$ cat src/rtl/wshb_arbiter2.sv
// Two-master / one-slave classic Wishbone arbiter with a per-grant hold limit.
// Define ARB_ROUND_ROBIN_EN for round-robin tie-breaking; default is fixed priority to master 0.
module wshb_arbiter2 #(
  parameter int HOLD_MAX = 16,
  parameter int AW       = 32
) (
  input  logic          CLK,
  input  logic          RST,
  input  logic          m0_cyc,
  input  logic          m0_stb,
  input  logic          m0_we,
  input  logic [AW-1:0] m0_adr,
  input  logic [1:0]    m0_sel,
  input  logic [15:0]   m0_dat_ms,
  output logic [15:0]   m0_dat_sm,
  output logic          m0_ack,
  input  logic          m1_cyc,
  input  logic          m1_stb,
  input  logic          m1_we,
  input  logic [AW-1:0] m1_adr,
  input  logic [1:0]    m1_sel,
  input  logic [15:0]   m1_dat_ms,
  output logic [15:0]   m1_dat_sm,
  output logic          m1_ack,
  output logic          s_cyc,
  output logic          s_stb,
  output logic          s_we,
  output logic [AW-1:0] s_adr,
  output logic [1:0]    s_sel,
  output logic [15:0]   s_dat_ms,
  input  logic [15:0]   s_dat_sm,
  input  logic          s_ack,
  output logic [1:0]    gnt
);

  localparam int            HW        = $clog2(HOLD_MAX + 1);
  localparam logic [HW-1:0] HOLD_LAST = HW'(HOLD_MAX - 1);

  typedef enum logic [1:0] {
    IDLE = 2'd0,
    G0   = 2'd1,
    G1   = 2'd2
  } state_t;

  state_t        state, state_nxt;
  logic [HW-1:0] hold_cnt, hold_cnt_nxt;
  logic          last_gnt, last_gnt_nxt;  // 0 = master 0, 1 = master 1
  logic          req0, req1, other_req, hold_hit;

  assign req0 = m0_cyc & m0_stb;
  assign req1 = m1_cyc & m1_stb;

  // NOTE: every variable written here gets a default first, so no path can infer a latch.
  always_comb begin
    state_nxt    = state;
    hold_cnt_nxt = hold_cnt;
    last_gnt_nxt = last_gnt;
    other_req    = (state == G0) ? req1 : ((state == G1) ? req0 : 1'b0);
    hold_hit     = s_ack & other_req & (hold_cnt == HOLD_LAST);

    case (state)
      IDLE: begin
        if (req0 && req1) begin
`ifdef ARB_ROUND_ROBIN_EN
          state_nxt = last_gnt ? G0 : G1;
`else
          state_nxt = G0;
`endif
        end else if (req0) begin
          state_nxt = G0;
        end else if (req1) begin
          state_nxt = G1;
        end
      end
      G0: begin
        if (!m0_cyc)       state_nxt = req1 ? G1 : IDLE;
        else if (hold_hit) state_nxt = G1;
      end
      G1: begin
        if (!m1_cyc)       state_nxt = req0 ? G0 : IDLE;
        else if (hold_hit) state_nxt = G0;
      end
      default: state_nxt = IDLE;
    endcase

    // Acks only count against the hold limit while the other master is waiting.
    if (state_nxt != state || state == IDLE) hold_cnt_nxt = '0;
    else if (s_ack && other_req && hold_cnt != HOLD_LAST) hold_cnt_nxt = hold_cnt + HW'(1);

    if (state_nxt != state) begin
      if (state_nxt == G0)      last_gnt_nxt = 1'b0;
      else if (state_nxt == G1) last_gnt_nxt = 1'b1;
    end
  end

  // NOTE: state registers use non-blocking assignments so every flop samples pre-edge values.
  always_ff @(posedge CLK) begin
    if (RST) begin
      state    <= IDLE;
      hold_cnt <= '0;
      last_gnt <= 1'b1;
    end else begin
      state    <= state_nxt;
      hold_cnt <= hold_cnt_nxt;
      last_gnt <= last_gnt_nxt;
    end
  end

  // Slave side is a pure mux on the registered grant, so it only moves with state or granted inputs.
  always_comb begin
    s_cyc    = 1'b0;
    s_stb    = 1'b0;
    s_we     = 1'b0;
    s_adr    = '0;
    s_sel    = '0;
    s_dat_ms = '0;
    case (state)
      G0: begin
        s_cyc    = m0_cyc;
        s_stb    = m0_stb;
        s_we     = m0_we;
        s_adr    = m0_adr;
        s_sel    = m0_sel;
        s_dat_ms = m0_dat_ms;
      end
      G1: begin
        s_cyc    = m1_cyc;
        s_stb    = m1_stb;
        s_we     = m1_we;
        s_adr    = m1_adr;
        s_sel    = m1_sel;
        s_dat_ms = m1_dat_ms;
      end
      default: ;
    endcase
  end

  assign m0_ack    = s_ack & (state == G0);
  assign m1_ack    = s_ack & (state == G1);
  assign m0_dat_sm = s_dat_sm;
  assign m1_dat_sm = s_dat_sm;
  assign gnt       = {state == G1, state == G0};

endmodule
$ cat config.mk
export PLATFORM = sky130hd
export DESIGN_NAME = wshb_arbiter2
export DESIGN_NICKNAME = d
export VERILOG_FILES = /design/src/rtl/wshb_arbiter2.sv
export SDC_FILE = /design/constraint.sdc
export NUM_CORES = 1
export LEC_CHECK = 0
export CAP_MARGIN = 30
export CORE_ASPECT_RATIO = 1.5
export CORE_MARGIN = 2
export CORE_UTILIZATION = 24
export CTS_BUF_LIST = sky130_fd_sc_hd__clkbuf_16
export DETAILED_ROUTE_END_ITERATION = 7
export GPL_TIMING_DRIVEN = 1
export MAX_ROUTING_LAYER = met4
export PLACE_DENSITY = 0.8
export SKIP_LAST_GASP = 1
export SLEW_MARGIN = 20
export SYNTH_ARGS = -nofsm -noshare
export SYNTH_HDL_FRONTEND = slang
export SYNTH_SLANG_ARGS = --single-unit
$ cat constraint.sdc
create_clock -name CLK -period 1.9 [get_ports CLK]
set_clock_uncertainty 0.1 [all_clocks]
set_input_delay 0.19 -clock CLK [delete_from_list [all_inputs] [get_ports CLK]]
set_output_delay 0.19 -clock CLK [all_outputs]
set_load 0.03 [all_outputs]
---- Yosys cells after proc, flatten, opt, wreduce, memory -nomap -nowiden ----
Index checks and enable logic that the tools add are counted.
cells by class
  add/subtract/negate cells ............... 1
  multiply operators ...................... 0
  divide/modulo/power cells ............... 0
  $lt $le $gt $ge ......................... 0
  eq/ne operators ......................... 5
  shift operators ......................... 0
  muxes and demuxes ....................... 18
  bitwise gates (word level) .............. 6
  reduce and logical (&&, ||, !) cells .... 6
operator list
  kind                 count
  $pmux 32 s2          1
  $pmux 16 s2          1
  $mux 2               8
  $and 1x1->1          6
  $pmux 1 s2           3
  $pmux 2 s3           1
  $add 5x1->5 const B  1
  $eq 5x4->1 const B   1
  $ne 5x4->1 const B   1
  $pmux 2 s2           1
  $logic_and 1x1->1    3
  $mux 1               3
  $eq 2x1->1 const B   1
  $eq 2x2->1 const B   1
  $logic_not 2->1      1
  $ne 2x2->1           1
  $reduce_or 2->1      1
  $logic_or 1x1->1     1
word-level totals
  register bits after elaboration ......... 7
  bits in latches ......................... 0
  memory bits (writable) .................. 0
  ROM bits ................................ 0
  output and inout port bits .............. 89
  memories kept ........................... 0

---- Depth between registers and ports, before layout ----
  depth in word-level cells ............... 11
  depth in mapped cells ................... 8
  gate-level depth less buffers ........... 8

---- Worst setup path before layout ----
No wires, ideal clock.
  path type ............................... register to output
  from .................................... register state[1]
  to ...................................... output s_dat_ms[10]
  data arrival time ....................... 2.074 ns
  setup slack ............................. -0.464 ns
  stages on the path, launching flop included .. 7
  path buffers ............................ 2
  cells stage by stage .................... dfxtp_1 > inv_1 > ha_1 > buf_6 > clkbuf_1 > a22oi_1 > nor2b_1
between the ends
  word-level cells in the longest chain between the ends .. 2
RTL lines
  element                 line  RTL
  start, declared         45    state_t state, state_nxt;
  start signal, assigned  103   state <= state_nxt;
  $eq 2x1->1              n/a
  net gnt[0]              33    output logic [1:0] gnt
  $pmux 16 s2             117   case (state)
  end, declared           30    output logic [15:0] s_dat_ms,
The timed path passes the listed nets, and every way through them passes these cells.

---- Final worst setup path ----
  from .................................... register state[0]
  to ...................................... output s_adr[7]
between the ends
  word-level cells in the longest chain between the ends .. 2
RTL lines
  element                                   line  RTL
  $eq 2x2->1 or $eq 2x1->1 (tied branches)  117
  $pmux 32 s2 (*)                           117
  end, declared                             28    output logic [AW-1:0] s_adr,
Mark *: on every way between the ends. The rest lies on a longest branch, timed or not.

==> impl_metrics.env <==
export IMPL_timing_setup_tns_ns=-0.5647
export IMPL_power_uw=1423
export IMPL_die_area_um2=7624
export IMPL_cts_hold_buf=0
export IMPL_worst_setup_path_end_kind="output pin"
export IMPL_final_cells=465
export IMPL_tritoncts="done"
export IMPL_numCtsBuffers=3
export IMPL_status="finished, violations left"
export IMPL_nNetsFinal=519
export IMPL_first_global_vias=2372
export IMPL_io_buffer_count=165
export IMPL_clk_pin_slew_ns=0.04
export IMPL_crit_top_cell="buf_4"
export IMPL_die_w_um=71.97
export IMPL_drive_gt1_share_pct=55.30
export IMPL_synthSimpleGateAreaFrac_pct=27.01
export IMPL_rows=37
export IMPL_max_cap_violations=0
export IMPL_gp_congestion=0.9096
export IMPL_finalMaxSlewViolations=0
export IMPL_placed_cells=446
export IMPL_dieHeight_um=105.9
export IMPL_synth_area_top_cells="a22oi_1 (23%), nor2b_1 (20%), buf_4 (15%)"
export IMPL_timing_hold_ws_ns=0.2800
export IMPL_fin_crit_sh_pct=103.4
export IMPL_drt_total_wl_um=7505
export IMPL_violations="negative setup slack"
export IMPL_firstDrtPassIters=4
export IMPL_postLayoutSetupSlackWorst_ns=-0.06490
export IMPL_drc=0
export IMPL_hold_viol_final=0
export IMPL_dr_total_vias=2374
export IMPL_crit_path_max_incr_delay_ns=0.36
export IMPL_path_delay_family="buffers and inverters"
export IMPL_peakVddDrop_v=0.0002230
export IMPL_synthToLayoutAreaGrowth_pct=132.4
export IMPL_synth_top_area_share_pct=23.48
export IMPL_ys_warnings_count=0
export IMPL_core_um2=6805
export IMPL_syn_num_nets=357
export IMPL_ys_seq_elements=7
export IMPL_syn_inst=226
export IMPL_synth_mux_area_share_pct=0.6020
export IMPL_final_cell_mix="clkdlybuf4s50_1 (108), buf_4 (88), nor2b_2 (52)"
export IMPL_startpoint_type="register"
export IMPL_drtIter0Drc=107
export IMPL_io_pins=214
export IMPL_dp_hpwl_um=5368
export IMPL_synth_flop_cell="dfxtp_1"
export IMPL_yosys_area_top_type="a22oi_1"
export IMPL_htreeDepth=1
export IMPL_cts_root_buf="clkbuf_16"
export IMPL_p_per_area_nw_per_um2=368.3
export IMPL_via_per_inst=5.105
export IMPL_synth_edf_count=0
export IMPL_synth_fa_ha_area_share_pct=4.515
export IMPL_antenna_found_initial=0
export IMPL_cp_arrival_ns=1.67
export IMPL_layout_commonest_cell="clkdlybuf4s50_1"
export IMPL_synth_top_family_by_area="compound AO/OA/AOI/OAI gates"
export IMPL_antennaDiodeCount=0
export IMPL_synthXorXnorAreaFrac_pct=1.580
export IMPL_fin_util_pct=56.78
export IMPL_clock_latency_ns=0.23
export IMPL_grt_max_degree=40
export IMPL_criticalPathCategory="reg -> out"
export IMPL_p_leak_uw=0.001403
export IMPL_wire_per_inst_um=16.14
export IMPL_min_path_type="in -> out"
export IMPL_netlist_area_um2=1663
export IMPL_ys_seq_area_share_pct=8.427
export IMPL_grt_overflow_total=0
export IMPL_drtAntennaViolNets=0
export IMPL_clock_sinks=7
export IMPL_crit_buf_inv=4
export IMPL_maxSlewHeadroom_pct=76.73
export IMPL_yosysUniqueCellTypes=38
export IMPL_worstPathMaxFanout=9
export IMPL_worstPathCellList="clkinvlp_4 > ha_4 > buf_4 > buf_6 > a22oi_2 > nor2b_2 > buf_4"
export IMPL_cpMaxStageDelayCell="dfxtp_4"
export IMPL_critPathRequiredTime_ns=1.61
export IMPL_setup_viol=16
export IMPL_syn_area_per_cell_um2=7.358
export IMPL_rsz0062_at_grt="yes"
export IMPL_synth_compound_area_share_pct=36.64
export IMPL_grt_pass1_wl_um=10870
export IMPL_clockBufferDepth=2
export IMPL_fmax_ghz=0.5089
export IMPL_grt_usage_pct=17.81
export IMPL_post_route_min_period_ns=1.965
export IMPL_tightest_slew_ns=0.3491
export IMPL_synthArstFlopShare_pct=0
export IMPL_initial_utilization_pct=24.43
[cells by family after synthesis]
logic type | count (synthesis)
buf+inv | 58
flops | 7
simple gates | 77
mux | 1
compound gates | 74
xor+xnor | 3
fa+ha+maj | 6
[flip-flops by register name, summed over array words and instances, names as in the netlist]
name / count
hold_cnt: 5
state: 2
[synthesized netlist by cell type (all sizes together), types with 3 or more instances]
cell type / instances
a21oi: 4
a22oi: 52
buf: 37
clkbuf: 14
dfxtp: 7
ha: 6
inv: 7
nand2: 7
nand4: 3
nor2: 8
nor2b: 52
[cell type report]
type,count,area (µm²)
clock inverters,1,5.005
inverters,7,30.03
fillers,564,2942
repair buffers,208,1948
flip-flops and latches,7,147.6
clock buffers,3,75.07
multi-input cells,161,1560
well taps,78,97.59
[per-stage QoR]
step           area, µm²  worst slack [ns]
6_report            3864          -0.06490
5_1_grt             3864           -0.1267
4_1_cts             3575          -0.06224
3_5_place_dp        3395           -0.1213
3_3_place_gp        3395          -0.06520
2_1_floorplan       1844          -0.06940
[report_power, final]
group / internal (µW) / switching [µW] / total (µW)
sequential: 151 / 4.54 / 156
combinational: 517 / 384 / 901
clock: 277 / 88.9 / 366
total: 946 / 477 / 1420
[layer usage]
layer	vias up	share of wire [%]	routed length [µm]	global-route usage (%)
met3	33	6.7	503	2.749
met2	133	55	4126	30.95
met5	-	0	0	-
met4	0	3.8	286	8.491
li1	1118	-	-	-
met1	1090	34	2589	19.50
[worst paths after layout]
check             slack (ns)  cells past startpoint                       end                startpoint
setup / recovery       -0.06                      7                  s_adr[7]       state[0]$_SDFF_PP0_
hold / removal          0.28                      0             m1_dat_sm[13]              s_dat_sm[13]
setup reg to reg       -0.06                      9  hold_cnt[2]$_SDFFE_PP0P_  hold_cnt[1]$_SDFFE_PP0P_
hold reg to reg         0.44                      2  hold_cnt[4]$_SDFFE_PP0P_  hold_cnt[4]$_SDFFE_PP0P_
[what timing repair did]
item                                    4_1_cts  5_1_grt
endpoints found under the setup margin       59       58
pin swaps                                     7       11
setup buffers                                 7        5
cloned                                        0        3
resized for setup                            10       40
(Power assumes the default switching activity.)
